### src/rtl/ps2_mouse_packet_assembler.sv
// PS/2 mouse packet assembler: enables data reporting on the device, waits
// for its acknowledge, then frames the byte stream into 3-byte movement
// packets and presents decoded fields with a one-cycle valid strobe.
module ps2_mouse_packet_assembler #(
  parameter int unsigned TIMEOUT_CYCLES     = 2_000_000,
  parameter int unsigned ACK_TIMEOUT_CYCLES = 10_000_000,
  parameter logic [7:0]  CMD_ENABLE         = 8'hF4,
  parameter logic [7:0]  ACK_BYTE           = 8'hFA
) (
  input  logic       clk,
  input  logic       rst,
  input  logic [7:0] rx_data,
  input  logic       rx_valid,
  input  logic       rx_err,
  input  logic       tx_busy,
  input  logic       tx_done,
  output logic [7:0] tx_data,
  output logic       tx_req,
  output logic       init_done,
  output logic [7:0] o_x,
  output logic [7:0] o_y,
  output logic       o_x_sign,
  output logic       o_y_sign,
  output logic       o_x_ov,
  output logic       o_y_ov,
  output logic       o_l_click,
  output logic       o_r_click,
  output logic       o_valid
);

  // One shared timer serves both the ACK wait and the inter-byte gap.
  localparam int unsigned MAX_T = (TIMEOUT_CYCLES > ACK_TIMEOUT_CYCLES) ?
                                  TIMEOUT_CYCLES : ACK_TIMEOUT_CYCLES;
  localparam int TMR_W = $clog2(MAX_T + 1);
  localparam logic [TMR_W-1:0] TO_LAST  = TMR_W'(TIMEOUT_CYCLES - 1);
  localparam logic [TMR_W-1:0] ACK_LAST = TMR_W'(ACK_TIMEOUT_CYCLES - 1);

  typedef enum logic [2:0] {
    SEND_EN, WAIT_TX, WAIT_ACK, B0, B1, B2
  } state_t;

  state_t           state_q, state_d;
  logic [TMR_W-1:0] timer_q, timer_d;
  // Header flags kept as {y_ov, x_ov, y_sign, x_sign, r_click, l_click}.
  logic [5:0]       hdr_q, hdr_d;
  logic [7:0]       byte1_q, byte1_d;
  logic [7:0]       tx_data_q, tx_data_d;
  logic             tx_req_q, tx_req_d;
  logic             init_done_q, init_done_d;
  logic [7:0]       o_x_q, o_x_d;
  logic [7:0]       o_y_q, o_y_d;
  logic [5:0]       flags_q, flags_d;
  logic             o_valid_q, o_valid_d;

  // Next-state logic: init handshake, packet framing and timeouts.
  always_comb begin
    state_d     = state_q;
    timer_d     = timer_q;
    hdr_d       = hdr_q;
    byte1_d     = byte1_q;
    tx_data_d   = tx_data_q;
    tx_req_d    = 1'b0;
    init_done_d = init_done_q;
    o_x_d       = o_x_q;
    o_y_d       = o_y_q;
    flags_d     = flags_q;
    o_valid_d   = 1'b0;
    case (state_q)
      SEND_EN: begin
        timer_d = '0;
        if (!tx_busy) begin
          tx_req_d  = 1'b1;
          tx_data_d = CMD_ENABLE;
          state_d   = WAIT_TX;
        end
      end
      WAIT_TX: begin
        if (tx_done) begin
          tx_data_d = '0;
          timer_d   = '0;
          state_d   = WAIT_ACK;
        end
      end
      WAIT_ACK: begin
        // The byte is evaluated before the retry timeout.
        if (rx_valid && rx_data == ACK_BYTE) begin
          init_done_d = 1'b1;
          timer_d     = '0;
          state_d     = B0;
        end else if (timer_q >= ACK_LAST) begin
          timer_d = '0;
          state_d = SEND_EN;
        end else begin
          timer_d = timer_q + TMR_W'(1);
        end
      end
      B0: begin
        // Only a byte with bit3 set can start a packet; others resync.
        timer_d = '0;
        if (rx_valid && rx_data[3]) begin
          hdr_d   = {rx_data[7:4], rx_data[1:0]};
          state_d = B1;
        end
      end
      B1: begin
        if (rx_valid) begin
          byte1_d = rx_data;
          timer_d = '0;
          state_d = B2;
        end else if (rx_err || timer_q >= TO_LAST) begin
          timer_d = '0;
          state_d = B0;
        end else begin
          timer_d = timer_q + TMR_W'(1);
        end
      end
      B2: begin
        if (rx_valid) begin
          o_x_d     = byte1_q;
          o_y_d     = rx_data;
          flags_d   = hdr_q;
          o_valid_d = 1'b1;
          timer_d   = '0;
          state_d   = B0;
        end else if (rx_err || timer_q >= TO_LAST) begin
          timer_d = '0;
          state_d = B0;
        end else begin
          timer_d = timer_q + TMR_W'(1);
        end
      end
      default: state_d = SEND_EN;
    endcase
  end

  // State and output registers; reset restarts the init handshake.
  always_ff @(posedge clk or posedge rst) begin
    if (rst) begin
      state_q     <= SEND_EN;
      timer_q     <= '0;
      hdr_q       <= '0;
      byte1_q     <= '0;
      tx_data_q   <= '0;
      tx_req_q    <= 1'b0;
      init_done_q <= 1'b0;
      o_x_q       <= '0;
      o_y_q       <= '0;
      flags_q     <= '0;
      o_valid_q   <= 1'b0;
    end else begin
      state_q     <= state_d;
      timer_q     <= timer_d;
      hdr_q       <= hdr_d;
      byte1_q     <= byte1_d;
      tx_data_q   <= tx_data_d;
      tx_req_q    <= tx_req_d;
      init_done_q <= init_done_d;
      o_x_q       <= o_x_d;
      o_y_q       <= o_y_d;
      flags_q     <= flags_d;
      o_valid_q   <= o_valid_d;
    end
  end

  assign tx_data   = tx_data_q;
  assign tx_req    = tx_req_q;
  assign init_done = init_done_q;
  assign o_x       = o_x_q;
  assign o_y       = o_y_q;
  assign o_y_ov    = flags_q[5];
  assign o_x_ov    = flags_q[4];
  assign o_y_sign  = flags_q[3];
  assign o_x_sign  = flags_q[2];
  assign o_r_click = flags_q[1];
  assign o_l_click = flags_q[0];
  assign o_valid   = o_valid_q;

endmodule

### config.mk
export PLATFORM = sky130hd
export DESIGN_NAME = ps2_mouse_packet_assembler
export DESIGN_NICKNAME = d
export VERILOG_FILES = /design/src/rtl/ps2_mouse_packet_assembler.sv
export SDC_FILE = /design/constraint.sdc
export NUM_CORES = 1
export LEC_CHECK = 0
export ABC_AREA = 0
export BUFFER_PORTS_ARGS = -buffer_cell sky130_fd_sc_hd__buf_2
export CORE_MARGIN = 2
export CORE_UTILIZATION = 35
export CTS_BUF_LIST = sky130_fd_sc_hd__clkbuf_16
export DETAILED_ROUTE_END_ITERATION = 10
export GPL_TIMING_DRIVEN = 0
export HOLD_SLACK_MARGIN = 0.05
export REMOVE_ABC_BUFFERS = 1
export SETUP_SLACK_MARGIN = 0.15
export SKIP_LAST_GASP = 1
export SYNTH_ARGS = -nofsm -noshare
export SYNTH_HDL_FRONTEND = slang
export SYNTH_SLANG_ARGS = --single-unit
### constraint.sdc
create_clock -name clk -period 2.19 [get_ports clk]
set_input_delay 0.438 -clock clk [delete_from_list [all_inputs] [get_ports clk]]
set_output_delay 0.438 -clock clk [all_outputs]
set_load 0.01 [all_outputs]
==> results of run 1 <==
kinds of logic after synthesis:
group | count (synthesis) | synth area share [%]
AO/OA/AOI/OAI | 71 | 14.3
XOR/XNOR | 5 | 1.34
multiplexers | 14 | 4.83
other | 1 | 0.115
buffers and inverters | 34 | 5.86
AND/OR/NAND/NOR | 154 | 21.8
adder cells (fa/ha/maj) | 1 | 0.383
flip-flops | 67 | 51.4
state kept, by name, summed over array words and instances, names as in the netlist, 3 cells and up:
signal and count:
o_y 8, hdr_q 6, timer_q 24, byte1_q 8, o_x 8, flags_q 6, state_q 3
routing by layer:
| layer | routed length (µm) | up-vias | global-route usage, % |
|---|---|---|---|
| met2 | 3910 | 86 | 26.4 |
| met5 | 0 | - | 0 |
| met3 | 336 | 19 | 3.05 |
| met4 | 265 | 0 | 9.27 |
| met1 | 4040 | 1405 | 24.8 |
| li1 | - | 1347 | - |
per-stage QoR:
step,util (%),setup WS [ns],total power [mW],hold WS (ns)
floorplan,-,-0.252,2.62,0.433
global placement,38.0,-0.826,3.02,0.443
detailed placement,38.0,-0.943,3.06,0.453
CTS,45.8,0.0636,4.89,0.292
global route,47.0,-0.0322,5.20,0.310
finish,47.0,0.0373,4.91,0.256
synth_stat cells (all sizes together):
| library cell | count |
|---|---|
| nor2 | 11 |
| a21o | 5 |
| a31o | 1 |
| ha | 1 |
| buf | 16 |
| nand2 | 95 |
| and4 | 1 |
| dfrtp | 67 |
| and3 | 10 |
| mux2 | 14 |
| a211oi | 1 |
| nor2b | 1 |
| o2111ai | 1 |
| o211ai | 1 |
| conb | 1 |
| a31oi | 18 |
| o31ai | 2 |
| nand3 | 12 |
| nand4bb | 1 |
| nand4b | 2 |
| o22ai | 1 |
| o21a | 3 |
| o22a | 1 |
| a21oi | 17 |
| nand2b | 3 |
| o21ai | 13 |
| or4 | 1 |
| a41oi | 2 |
| xor2 | 2 |
| o41ai | 2 |
| and3b | 1 |
| nor3 | 3 |
| clkbuf | 7 |
| a2111oi | 1 |
| xnor2 | 3 |
| a22o | 2 |
| nor4bb | 2 |
| nand4 | 6 |
| inv | 11 |
| nor4 | 2 |
| or3 | 3 |
power breakdown:
part	switching (mW)	total [mW]	internal, mW	leakage, nW
Clock	0.580	1.47	0.889	0.146
Sequential	0.266	1.85	1.58	0.872
Combinational	0.853	1.59	0.737	1.03
area by class of cell:
cell class	instances	area (µm²)	share of cell area (%)
multi-input combinational	250	1620	37.7
timing repair inverter	1	7.51	0.175
clock inverter	7	77.6	1.80
clock buffer	9	225	5.24
timing repair buffer	75	494	11.5
sequential	67	1690	39.2
tap	111	139	3.23
inverter	11	47.5	1.11
what timing repair did:
| action | in CTS | in global routing |
|---|---|---|
| pin swaps | 20 | 11 |
| endpoints found under the setup margin | 49 | 34 |
| cloned | 5 | 0 |
| resized for setup | 43 | 20 |
| setup buffers | 25 | 5 |
critical path, stage by stage, from the launching register on:
cell	delay, ns
sky130_fd_sc_hd__dfrtp_1	0.42
sky130_fd_sc_hd__ha_4	0.18
sky130_fd_sc_hd__and3_4	0.19
sky130_fd_sc_hd__a2111oi_4	0.38
sky130_fd_sc_hd__o2111ai_2	0.21
sky130_fd_sc_hd__buf_4	0.20
sky130_fd_sc_hd__o31ai_4	0.09
sky130_fd_sc_hd__buf_6	0.19
sky130_fd_sc_hd__a21oi_2	0.05
sky130_fd_sc_hd__a31oi_1	0.14
final timing paths:
| check | start | cells after the start | to | slack, ns |
|---|---|---|---|---|
| max | timer_q[0]$_DFFE_PP0P_ | 9 | timer_q[13]$_DFFE_PP0P_ | 0.04 |
| min | rst | 2 | o_y[7]$_DFFE_PP0P_ | 0.26 |
| max reg2reg | timer_q[0]$_DFFE_PP0P_ | 9 | timer_q[13]$_DFFE_PP0P_ | 0.04 |
| min reg2reg | byte1_q[2]$_DFFE_PP0P_ | 2 | o_x[2]$_DFFE_PP0P_ | 0.46 |
| max in group asynchronous | rst | 2 | timer_q[14]$_DFFE_PP0P_ | 1.33 |
| min in group clk | tx_busy | 2 | tx_req$_DFF_PP0_ | 0.29 |
==> impl_summary.md, run 1 <==
Outcome
The run finished with clean final reports.

Synthesis
The number of synthesized register bits is 67. Counting every instance in the synthesized netlist gives roughly 350. The sequential share of the synthesized area is 51.4%. The area fraction of the dominant cell type after synthesis is between 50% and 60%. The netlist area before placement is approximately 0.0033 mm².

The synthesized design spends more area on one cell type than any other, namely sky130_fd_sc_hd__dfrtp_1. The average instance in the mapped netlist occupies approximately 9.4 µm². By area the synthesized netlist is led by sky130_fd_sc_hd__dfrtp_1, sky130_fd_sc_hd__nand2_1, sky130_fd_sc_hd__mux2_2. The total of warnings raised by yosys is 0. The number of different library cells used by synthesis comes to 47.

Clocking
The tree is rooted in a sky130_fd_sc_hd__clkbuf_16. The clock-pin slew on the worst setup and hold paths is about 0.06 ns. Counting the buffers created by CTS gives 9.

For this design, the sink count on the clock tree is 67. The buffer levels on the longest clock path is 2. The CTS tree is done. The number of buffers added to fix hold violations after cts is 0.

For the worst-skew pair, the clock arrives at the later sink with an insertion delay of ~0.33 ns. The H-tree generated during clock tree synthesis spans 3 levels.

Detailed routing
For this run, design rule violations remaining after detail routing come to 0. The total detailed-routing wirelength is 8.55 mm. The number of vias after detailed routing is ~2900. The first detailed-routing pass took 4 iterations. The average via count per standard cell is approximately 5.4. The count of antenna-violating nets left after detailed routing is 0. The routed length per placed instance is between 15 and 20 µm. After the first detailed-routing iteration, the DRC count stood at approximately 180.

Critical path
The data required time of the worst path is roughly 2.4 ns. The kind of critical path is flip-flop to flip-flop. Of all nets on the critical path, the largest fanout is 5.

The critical path arrival is between 2 and 2.5 ns. The critical path capture point type is a flip-flop. The category of the worst setup path launch point is a flip-flop.

Job
The reported max-cap violation count is 0.

Power and ir drop
The maximum VDD drop is 0.434 mV. The leakage power is about 2 nW. The power density relative to cell area is 1140 mW/mm².

Finish
The repair_antennas step left the layout with diodes totalling 0. After routing the design area is 0.00430 mm². The final layout contains 430 nets. The top cell types in the final layout, fill and taps aside, are sky130_fd_sc_hd__nand2_1, sky130_fd_sc_hd__dfrtp_1, sky130_fd_sc_hd__buf_2. The post-synthesis to final-layout area growth is 31.8%.

Of the cells placed in the final design, the portion with a size suffix greater than 1 is ~36%. The final cell count without fillers is roughly 530. The most common library cell in the layout ignoring fill and taps is sky130_fd_sc_hd__nand2_1. The filler cells instantiated in the layout total 845.

Floorplanning
The vertical die dimension is 101 µm. The floorplan step defined a die boundary enclosing around 0.010 mm². The row count is 35. For this configuration, the core starts out at a cell density of a little over a third. The x dimension of the die is slightly above 100 µm.

The total I/O pin count is 47. After floorplanning, the core was sized to cover about 0.0092 mm².

Global routing
The initial antenna violation count is 0. The via count of the first global-routing pass is 2780. The overflow left after global routing is 0. The first-pass GRT wire length is between 10 and 15 mm. The global router's overall resource usage is between 10% and 20%. The maximum number of pins on one net before global-route repair is 68.

STA
The number of setup violations in the final report is 0. Subtracting the final worst setup slack from the clock period gives roughly 2.2 ns. Setup repair after global routing could not meet its margin everywhere. The total negative setup slack is 0 ns.

The transition time of the tightest slew-check pin is 0.823 ns. The final critical-path share of the clock period is a little over nine tenths. The max-slew violation count is 0.

The number of endpoints with negative hold slack in the final report is 0. The relative slew slack is 45.1%. The upper clock frequency limit is ~0.46 GHz. The clock tree skew after final layout is between 0.005 and 0.006 ns.

Placed design
Buffers placed on the I/O ports in this run total between 40 and 50. The number of placed instances, taps included is 480. The half-perimeter wire length after placement is 4.65 mm. At the end of routability-driven placement, the weighted congestion stood at between 0.8 and 0.9. The area of placed instances is 0.00348 mm².

Worst hold path
The kind of path behind the tightest hold check is input port to asynchronous set/reset pin.
Note: power is estimated with default switching activity, not from simulation.
==> inputs of run 2 (changes only) <==
--- a/config.mk
+++ b/config.mk
@@ -8,11 +8,12 @@
 export ABC_AREA = 0
 export BUFFER_PORTS_ARGS = -buffer_cell sky130_fd_sc_hd__buf_2
 export CORE_MARGIN = 2
-export CORE_UTILIZATION = 35
+export CORE_UTILIZATION = 51
 export CTS_BUF_LIST = sky130_fd_sc_hd__clkbuf_16
 export DETAILED_ROUTE_END_ITERATION = 10
 export GPL_TIMING_DRIVEN = 0
 export HOLD_SLACK_MARGIN = 0.05
+export PLACE_DENSITY = 0.75
 export REMOVE_ABC_BUFFERS = 1
 export SETUP_SLACK_MARGIN = 0.15
 export SKIP_LAST_GASP = 1
==> impl_summary.md, run 2 (synthesis gave the netlist of run 1 again) <==
Placed design
The half-perimeter wire length after placement is 4.32 mm (-7.2%). The post-place setup slack was -0.847 ns (+0.0950 ns). The number of buffers added on ports was 43 (unchanged).

The area of placed instances came to 0.00344 mm² (-1.2%). The weighted congestion at the end of routability-driven global placement is 0.778 (-8.0%). The number of placed instances, taps included is 446 (-7.1%).

Power and ir drop
The power density relative to cell area is 1190 mW/mm² (+4.0%). The power after layout is 5.02 mW (+2.3%). The maximum VDD drop is 0.879 mV (+100%). The leakage power was 2.02 nW (-1.5%).

STA
The clock tree skew after final layout is 0.00654 ns (+0.00102 ns). Setup repair after global routing could not meet its margin everywhere. The shortest clock period the worst path allows after layout is 2.16 ns (+0.00415 ns).

The transition time of the tightest slew-check pin is 0.831 ns (+0.00824 ns). The setup slack after layout is 0.0331 ns (-0.00415 ns). The final critical-path share of the clock period is 98.5% (+0.19 points). The number of setup violations in the final report is 0 (unchanged). The total negative setup slack is 0 ns (unchanged).

The number of endpoints with negative hold slack in the final report came to 0 (unchanged). The max-slew violation count is 0 (unchanged). The upper clock frequency limit is 0.464 GHz (-0.19%). The relative slew slack is 44.6% (-0.55 points).

Critical path
The critical path arrival is 2.41 ns (about the same). The critical path is of the flip-flop to flip-flop type. The endpoint identified for the worst register-to-register timing path is timer_q[6]$_DFFE_PP0P_. The number of cells on the worst reg-to-reg path came to 10 (+1). The peak fanout along the critical path came to 6 (+1). The worst setup path is captured at a flip-flop. The worst setup path is launched from a flip-flop. The setup slack of the worst register-to-register path came to 0.03 ns (about the same). The data required time of the worst path was 2.44 ns (about the same).

The startpoint of the most critical register-to-register path is timer_q[1]$_DFFE_PP0P_.

Finish
The number of flip-flops under the largest register name is 24 (unchanged). In the layout the commonest cells are sky130_fd_sc_hd__nand2_1, sky130_fd_sc_hd__dfrtp_1, sky130_fd_sc_hd__buf_2. More flip-flops sit in one register than any other, and that register is timer_q.

The final instance area is 0.00423 mm² (-1.6%). The sequential cell area is 0.00169 mm² (about the same). The number of inserted diodes is 0 (unchanged). The filler cell count is 459 (-46%). The share of post-route cells with drive strength above 1 is 35.1% (-0.59 points).

The layout net count came to 420 (-2.3%). Leaving out fill and tap cells, the most frequent cell in the layout is sky130_fd_sc_hd__nand2_1. The multi-input gate area in the final layout is 0.00163 mm² (+0.31%). The final cell count without fillers came to 487 (-8.3%). The post-synthesis to final-layout area growth is 29.6%.

Floorplanning
The effective utilization at floorplan was 52.0% (+16 points). The die area is 0.00706 mm² (-30%). The area of the placeable core is 0.00628 mm² (-31%). The vertical die dimension is 84.0 µm (-16%).

The total I/O pin count is 47 (unchanged). The row count is 29 (-17%). The x dimension of the die is 84.0 µm (-16%).

Worst hold path
The kind of path behind the tightest hold check is input port to asynchronous set/reset pin.

Global routing
The first-pass GRT wire length is 13.4 mm (-4.4%). The via count of the first global-routing pass is 2689 (-3.3%). The overflow left after global routing is 0 (unchanged). The initial antenna violation count is 0 (unchanged). The global router's overall resource usage is 24.1% (+6.3 points). The maximum number of pins on one net before global-route repair came to 68 (unchanged).

Clocking
The number of buffers added to fix hold violations after cts is 0 (unchanged). The buffer levels on the longest clock path was 2 (unchanged). TritonCTS built the clock tree. The number of clock sinks is 67 (unchanged).

The H-tree depth is 3 (unchanged). The cell chosen for the clock root is sky130_fd_sc_hd__clkbuf_16. The clock-pin slew on the worst setup and hold paths is 0.06 ns (about the same). The number of buffers created by CTS came to 9 (unchanged). The insertion delay to the later sink of the worst-skew pair is 0.33 ns (about the same).

Detailed routing
The average via count per standard cell is 5.80 (+7.8%). The count of antenna-violating nets left after detailed routing is 0 (unchanged). The first-pass detailed-route iteration total is 5 (+1). The final routed DRC violation total is 0 (unchanged). The number of vias after detailed routing is 2825 (-1.1%).

The starting DRC count in detailed routing came to 181 (+3.4%). The total detailed-routing wirelength is 8.07 mm (-5.6%). The routed length per placed instance is 16.6 µm (+2.9%).

Outcome
The run finished with clean final reports.

Job
The reported max-cap violation count was 0 (unchanged).
## run 2: layout make-up
cell class	count	area share, %
Tap cell	77	2.28
Clock buffer	9	5.32
Timing Repair Buffer	66	11.0
Clock inverter	7	1.80
Sequential cell	67	39.9
Multi-Input combinational cell	250	38.5
Inverter	11	1.24
## run 2: routing by layer
metal | up-vias | part of all wire, % | GRT usage, % | wire, µm
li1 | 1335 | - | - | -
met3 | 14 | 5.0 | 5.44 | 402
met1 | 1385 | 42 | 30.7 | 3390
met5 | - | 0 | 0 | 0
met4 | 0 | 1.9 | 10.6 | 150
met2 | 91 | 51 | 39.4 | 4120
## run 2: worst max-delay path, cell delays in order, from the launching register on
cell and delay [ns]:
sky130_fd_sc_hd__dfrtp_1 0.39, sky130_fd_sc_hd__ha_2 0.20, sky130_fd_sc_hd__and3_4 0.20, sky130_fd_sc_hd__a21oi_2 0.18, sky130_fd_sc_hd__o41ai_4 0.07, sky130_fd_sc_hd__buf_4 0.17
sky130_fd_sc_hd__o31ai_4 0.36, sky130_fd_sc_hd__buf_6 0.17, sky130_fd_sc_hd__buf_8 0.12, sky130_fd_sc_hd__a21oi_4 0.05, sky130_fd_sc_hd__a31oi_1 0.15
## run 2: power by group
part           internal, mW  total (mW)  switching, mW  leakage, nW
sequential             1.58        1.83          0.245        0.873
combinational         0.841        1.76          0.915         1.01
clock                 0.885        1.44          0.553        0.142
total                  3.31        5.02           1.71         2.02
## run 2: worst max-delay path by stage
stage                            startpoint                      end  cells past startpoint
floorplan           timer_q[23]$_DFFE_PP0P_  timer_q[23]$_DFFE_PP0P_                      6
global placement                        rst       o_y[5]$_DFFE_PP0P_                      2
detailed placement  timer_q[23]$_DFFE_PP0P_   timer_q[5]$_DFFE_PP0P_                      6
CTS                  timer_q[0]$_DFFE_PP0P_   timer_q[6]$_DFFE_PP0P_                      9
global route         timer_q[1]$_DFFE_PP0P_  timer_q[14]$_DFFE_PP0P_                      9
finish               timer_q[1]$_DFFE_PP0P_   timer_q[6]$_DFFE_PP0P_                     10
## run 2: timing repair
item	in CTS	in global routing
buffers inserted	16	6
cloned	3	0
pin swaps	20	13
setup endpoints to repair	49	34
gates resized for setup	42	28
## run 2: through the flow
step / hold WS, ns / utilization (%)
after global placement: 0.444 / 54.7
after CTS: 0.279 / 65.2
after floorplan: 0.433 / -
after global routing: 0.298 / 67.4
after detailed placement: 0.447 / 54.7
final: 0.266 / 67.4
==> inputs of run 3 (changes only) <==
--- a/config.mk
+++ b/config.mk
@@ -8,12 +8,12 @@
 export ABC_AREA = 0
 export BUFFER_PORTS_ARGS = -buffer_cell sky130_fd_sc_hd__buf_2
 export CORE_MARGIN = 2
-export CORE_UTILIZATION = 51
-export CTS_BUF_LIST = sky130_fd_sc_hd__clkbuf_16
+export CORE_UTILIZATION = 53
+export CTS_BUF_LIST = sky130_fd_sc_hd__clkbuf_8
 export DETAILED_ROUTE_END_ITERATION = 10
 export GPL_TIMING_DRIVEN = 0
 export HOLD_SLACK_MARGIN = 0.05
-export PLACE_DENSITY = 0.75
+export PLACE_DENSITY = 0.78
 export REMOVE_ABC_BUFFERS = 1
 export SETUP_SLACK_MARGIN = 0.15
 export SKIP_LAST_GASP = 1
==> impl_summary.md, run 3 (synthesis gave the netlist of run 1 again) <==
Global routing
The initial antenna violation count was 0 (unchanged). The via count of the first global-routing pass is 2744 (+2.0%). The first-pass GRT wire length is 13.4 mm (+0.25%). The maximum number of pins on one net before global-route repair came to 44 (-35%). The overflow left after global routing is 0 (unchanged). The global router's overall resource usage is 26.6% (+2.5 points).

Power and ir drop
The proportion of power drawn by the clock network is 27.1% (-1.5 points). The switching share of power is 34.1% (-0.049 points). The power density relative to cell area was 1190 mW/mm² (+0.66%). The power after layout is 5.10 mW (+1.6%).

The maximum VDD drop was 0.670 mV (-24%). The net load switching power is 1.74 mW (+1.5%). The share of total power in combinational logic was 36.6% (+1.6 points). The internal power consumption is 3.37 mW (+1.7%). The register share of total power is 36.3% (about the same).

The leakage power is 2.08 nW (+2.9%).

Detailed routing
The number of vias after detailed routing is 3180 (+13%). The routed length on met2 is 4.74 mm (+15%). The total detailed-routing wirelength is 9.85 mm (+22%).

Routed signal wires occupy layers up through met4. The wire length the detailed router placed on met1 is 3.75 mm (+10%). The routed length per placed instance was 19.7 µm (+19%). The average via count per standard cell was 6.36 (+9.6%).

The final routed DRC violation total is 0 (unchanged). The starting DRC count in detailed routing was 410 (+130%). The count of antenna-violating nets left after detailed routing is 0 (unchanged).

The routed length on met3 was 906 µm (+130%). The first-pass detailed-route iteration total came to 6 (+1).

Critical path
The number of cells on the worst reg-to-reg path is 9 (-1). The critical path arrival is 2.51 ns (+0.10 ns). The critical path capture point type is a flip-flop. The buffer and inverter count on the worst path was 3 (unchanged). Walking the worst path, the cells encountered are nor4bb_2 > nand4b_1 > o2111ai_2 > buf_4 > o31ai_4 > buf_12 > buf_4 > a31oi_1 > a31oi_1. By startpoint and endpoint, the worst setup path is classified as flip-flop to flip-flop.

The data required time of the worst path is 2.37 ns (-0.07 ns). The kind of cell with the highest combined delay along the critical path is compound AO/OA/AOI/OAI gates. The number of gates on the worst path with buffers counted is 9 (-1).

The peak fanout along the critical path is 10 (+4). The cell with the biggest individual delay on the critical path is sky130_fd_sc_hd__dfrtp_2. The largest incremental delay on the critical path is 0.48 ns (+0.09 ns). The category of the worst setup path launch point is a flip-flop.

Finish
Ranked by flip-flop count, first place goes to timer_q. The core occupancy in the finished layout is 72.2% (+4.8 points). The number of inserted diodes is 0 (unchanged). The library cells used most frequently in the layout, excluding fill and tap cells, are sky130_fd_sc_hd__nand2_1, sky130_fd_sc_hd__dfrtp_1, sky130_fd_sc_hd__buf_2. The most common library cell in the layout ignoring fill and taps is sky130_fd_sc_hd__nand2_1. The sequential cell area is 0.00169 mm² (about the same). The share of post-route cells with drive strength above 1 was 35.1% (-0.063 points). From synthesis to final layout, the design area changed by 30.9%. The multi-input gate area in the final layout was 0.00157 mm² (-3.4%). The number of flip-flops under the largest register name is 24 (unchanged). The final instance area came to 0.00427 mm² (+0.98%). The filler cell count is 378 (-18%). The layout net count came to 436 (+3.8%).

Floorplanning
The die area was 0.00680 mm² (-3.6%). The x dimension of the die is 82.5 µm (-1.8%). The effective utilization at floorplan is 55.1% (+3.1 points). The vertical die dimension is 82.5 µm (-1.8%). The total I/O pin count came to 47 (unchanged). The row count is 28 (-3.4%). The area of the placeable core is 0.00592 mm² (-5.7%).

STA
The worst hold slack came to 0.274 ns (+0.00812 ns). Setup repair after global routing could not meet its margin everywhere. The shortest clock period the worst path allows after layout is 2.33 ns (+0.169 ns).

The transition time of the tightest slew-check pin is 0.907 ns (+0.0757 ns). The total negative setup slack is -0.433 ns (-0.433 ns). The clock tree skew after final layout is 0.0142 ns (+0.00769 ns). The number of setup violations in the final report is 9 (+9). The relative slew slack is 39.4% (-5.1 points).

The upper clock frequency limit is 0.430 GHz (-7.3%). The setup slack after layout is -0.136 ns (-0.169 ns). The number of endpoints with negative hold slack in the final report came to 0 (unchanged). The final critical-path share of the clock period is 106% (+7.7 points).

The max-slew violation count is 0 (unchanged).

Placed design
The weighted congestion at the end of routability-driven global placement was 0.881 (+13%). The area of placed instances is 0.00345 mm² (+0.44%). The half-perimeter wire length after placement is 4.49 mm (+3.9%). The number of buffers added on ports came to 43 (unchanged).

Clocking
The cell chosen for the clock root is sky130_fd_sc_hd__clkbuf_8. The CTS tree is done. The clock-pin slew on the worst setup and hold paths was 0.08 ns (+0.02 ns). The H-tree depth came to 3 (unchanged). The number of buffers added to fix hold violations after cts is 0 (unchanged). The number of buffers created by CTS is 9 (unchanged).

The number of clock sinks was 67 (unchanged). The insertion delay to the later sink of the worst-skew pair was 0.36 ns (+0.03 ns). The buffer levels on the longest clock path is 2 (unchanged).

Worst hold path
The path class of the tightest hold or removal check is input port to asynchronous set/reset pin.

Outcome
The final reports fail on setup timing. The flow ran to the end, but the final reports show violations.

Job
The reported max-cap violation count is 0 (unchanged).
run 3: layer usage:
metal	vias to the layer above	track usage, %
met2	237	42.7
li1	1361	-
met5	-	0
met3	52	4.67
met1	1530	34.9
met4	0	12.7
run 3: final cells by class:
class / count / area share (%)
sequential: 67 / 39.5
inverter: 11 / 1.05
clock buffer: 9 / 2.90
clock inverter: 6 / 3.22
multi-input combinational: 250 / 36.8
timing repair buffer: 82 / 14.3
tap: 75 / 2.20
run 3: repair_timing:
action / CTS / global route
cloned: 3 / 2
pin swaps: 7 / 7
endpoints found under the setup margin: 49 / 34
resized for setup: 26 / 21
setup buffers: 25 / 10
endpoints found under the hold margin: 0 / 0
run 3: path summary, 6_finish.rpt:
check | startpoint | endpoint | slack [ns]
min in group clk | tx_busy | tx_req$_DFF_PP0_ | 0.28
worst min register to register | init_done$_DFFE_PP0P_ | init_done$_DFFE_PP0P_ | 0.47
max in group asynchronous | rst | timer_q[11]$_DFFE_PP0P_ | 1.25
worst max-delay path | timer_q[21]$_DFFE_PP0P_ | timer_q[12]$_DFFE_PP0P_ | -0.14
worst max register to register | timer_q[21]$_DFFE_PP0P_ | timer_q[12]$_DFFE_PP0P_ | -0.14
worst min-delay path | rst | o_y[3]$_DFFE_PP0P_ | 0.27
run 3: worst reg2reg max path, cell delays in order, from the launching register on:
cell and delay, ns:
sky130_fd_sc_hd__dfrtp_2 0.48, sky130_fd_sc_hd__nor4bb_2 0.38, sky130_fd_sc_hd__nand4b_1 0.19, sky130_fd_sc_hd__o2111ai_2 0.23, sky130_fd_sc_hd__buf_4 0.16, sky130_fd_sc_hd__o31ai_4 0.09
sky130_fd_sc_hd__buf_12 0.17, sky130_fd_sc_hd__buf_4 0.15, sky130_fd_sc_hd__a31oi_1 0.22, sky130_fd_sc_hd__a31oi_1 0.09
run 3: power groups by stage:
stage	logic, mW	registers, mW	clock network (mW)
after floorplan	0.711	1.91	0
after global routing	2.00	1.90	1.44
final	1.87	1.85	1.38
after global placement	1.16	1.83	0
after CTS	1.60	1.83	1.37
after detailed placement	1.21	1.85	0
run 3: metrics by stage:
step | worst slack (ns) | instances
after global placement | -0.743 | 444
after CTS | 0.0696 | 488
final | -0.136 | 500
after detailed placement | -0.774 | 445
after floorplan | -0.252 | 326
after global routing | -0.226 | 500
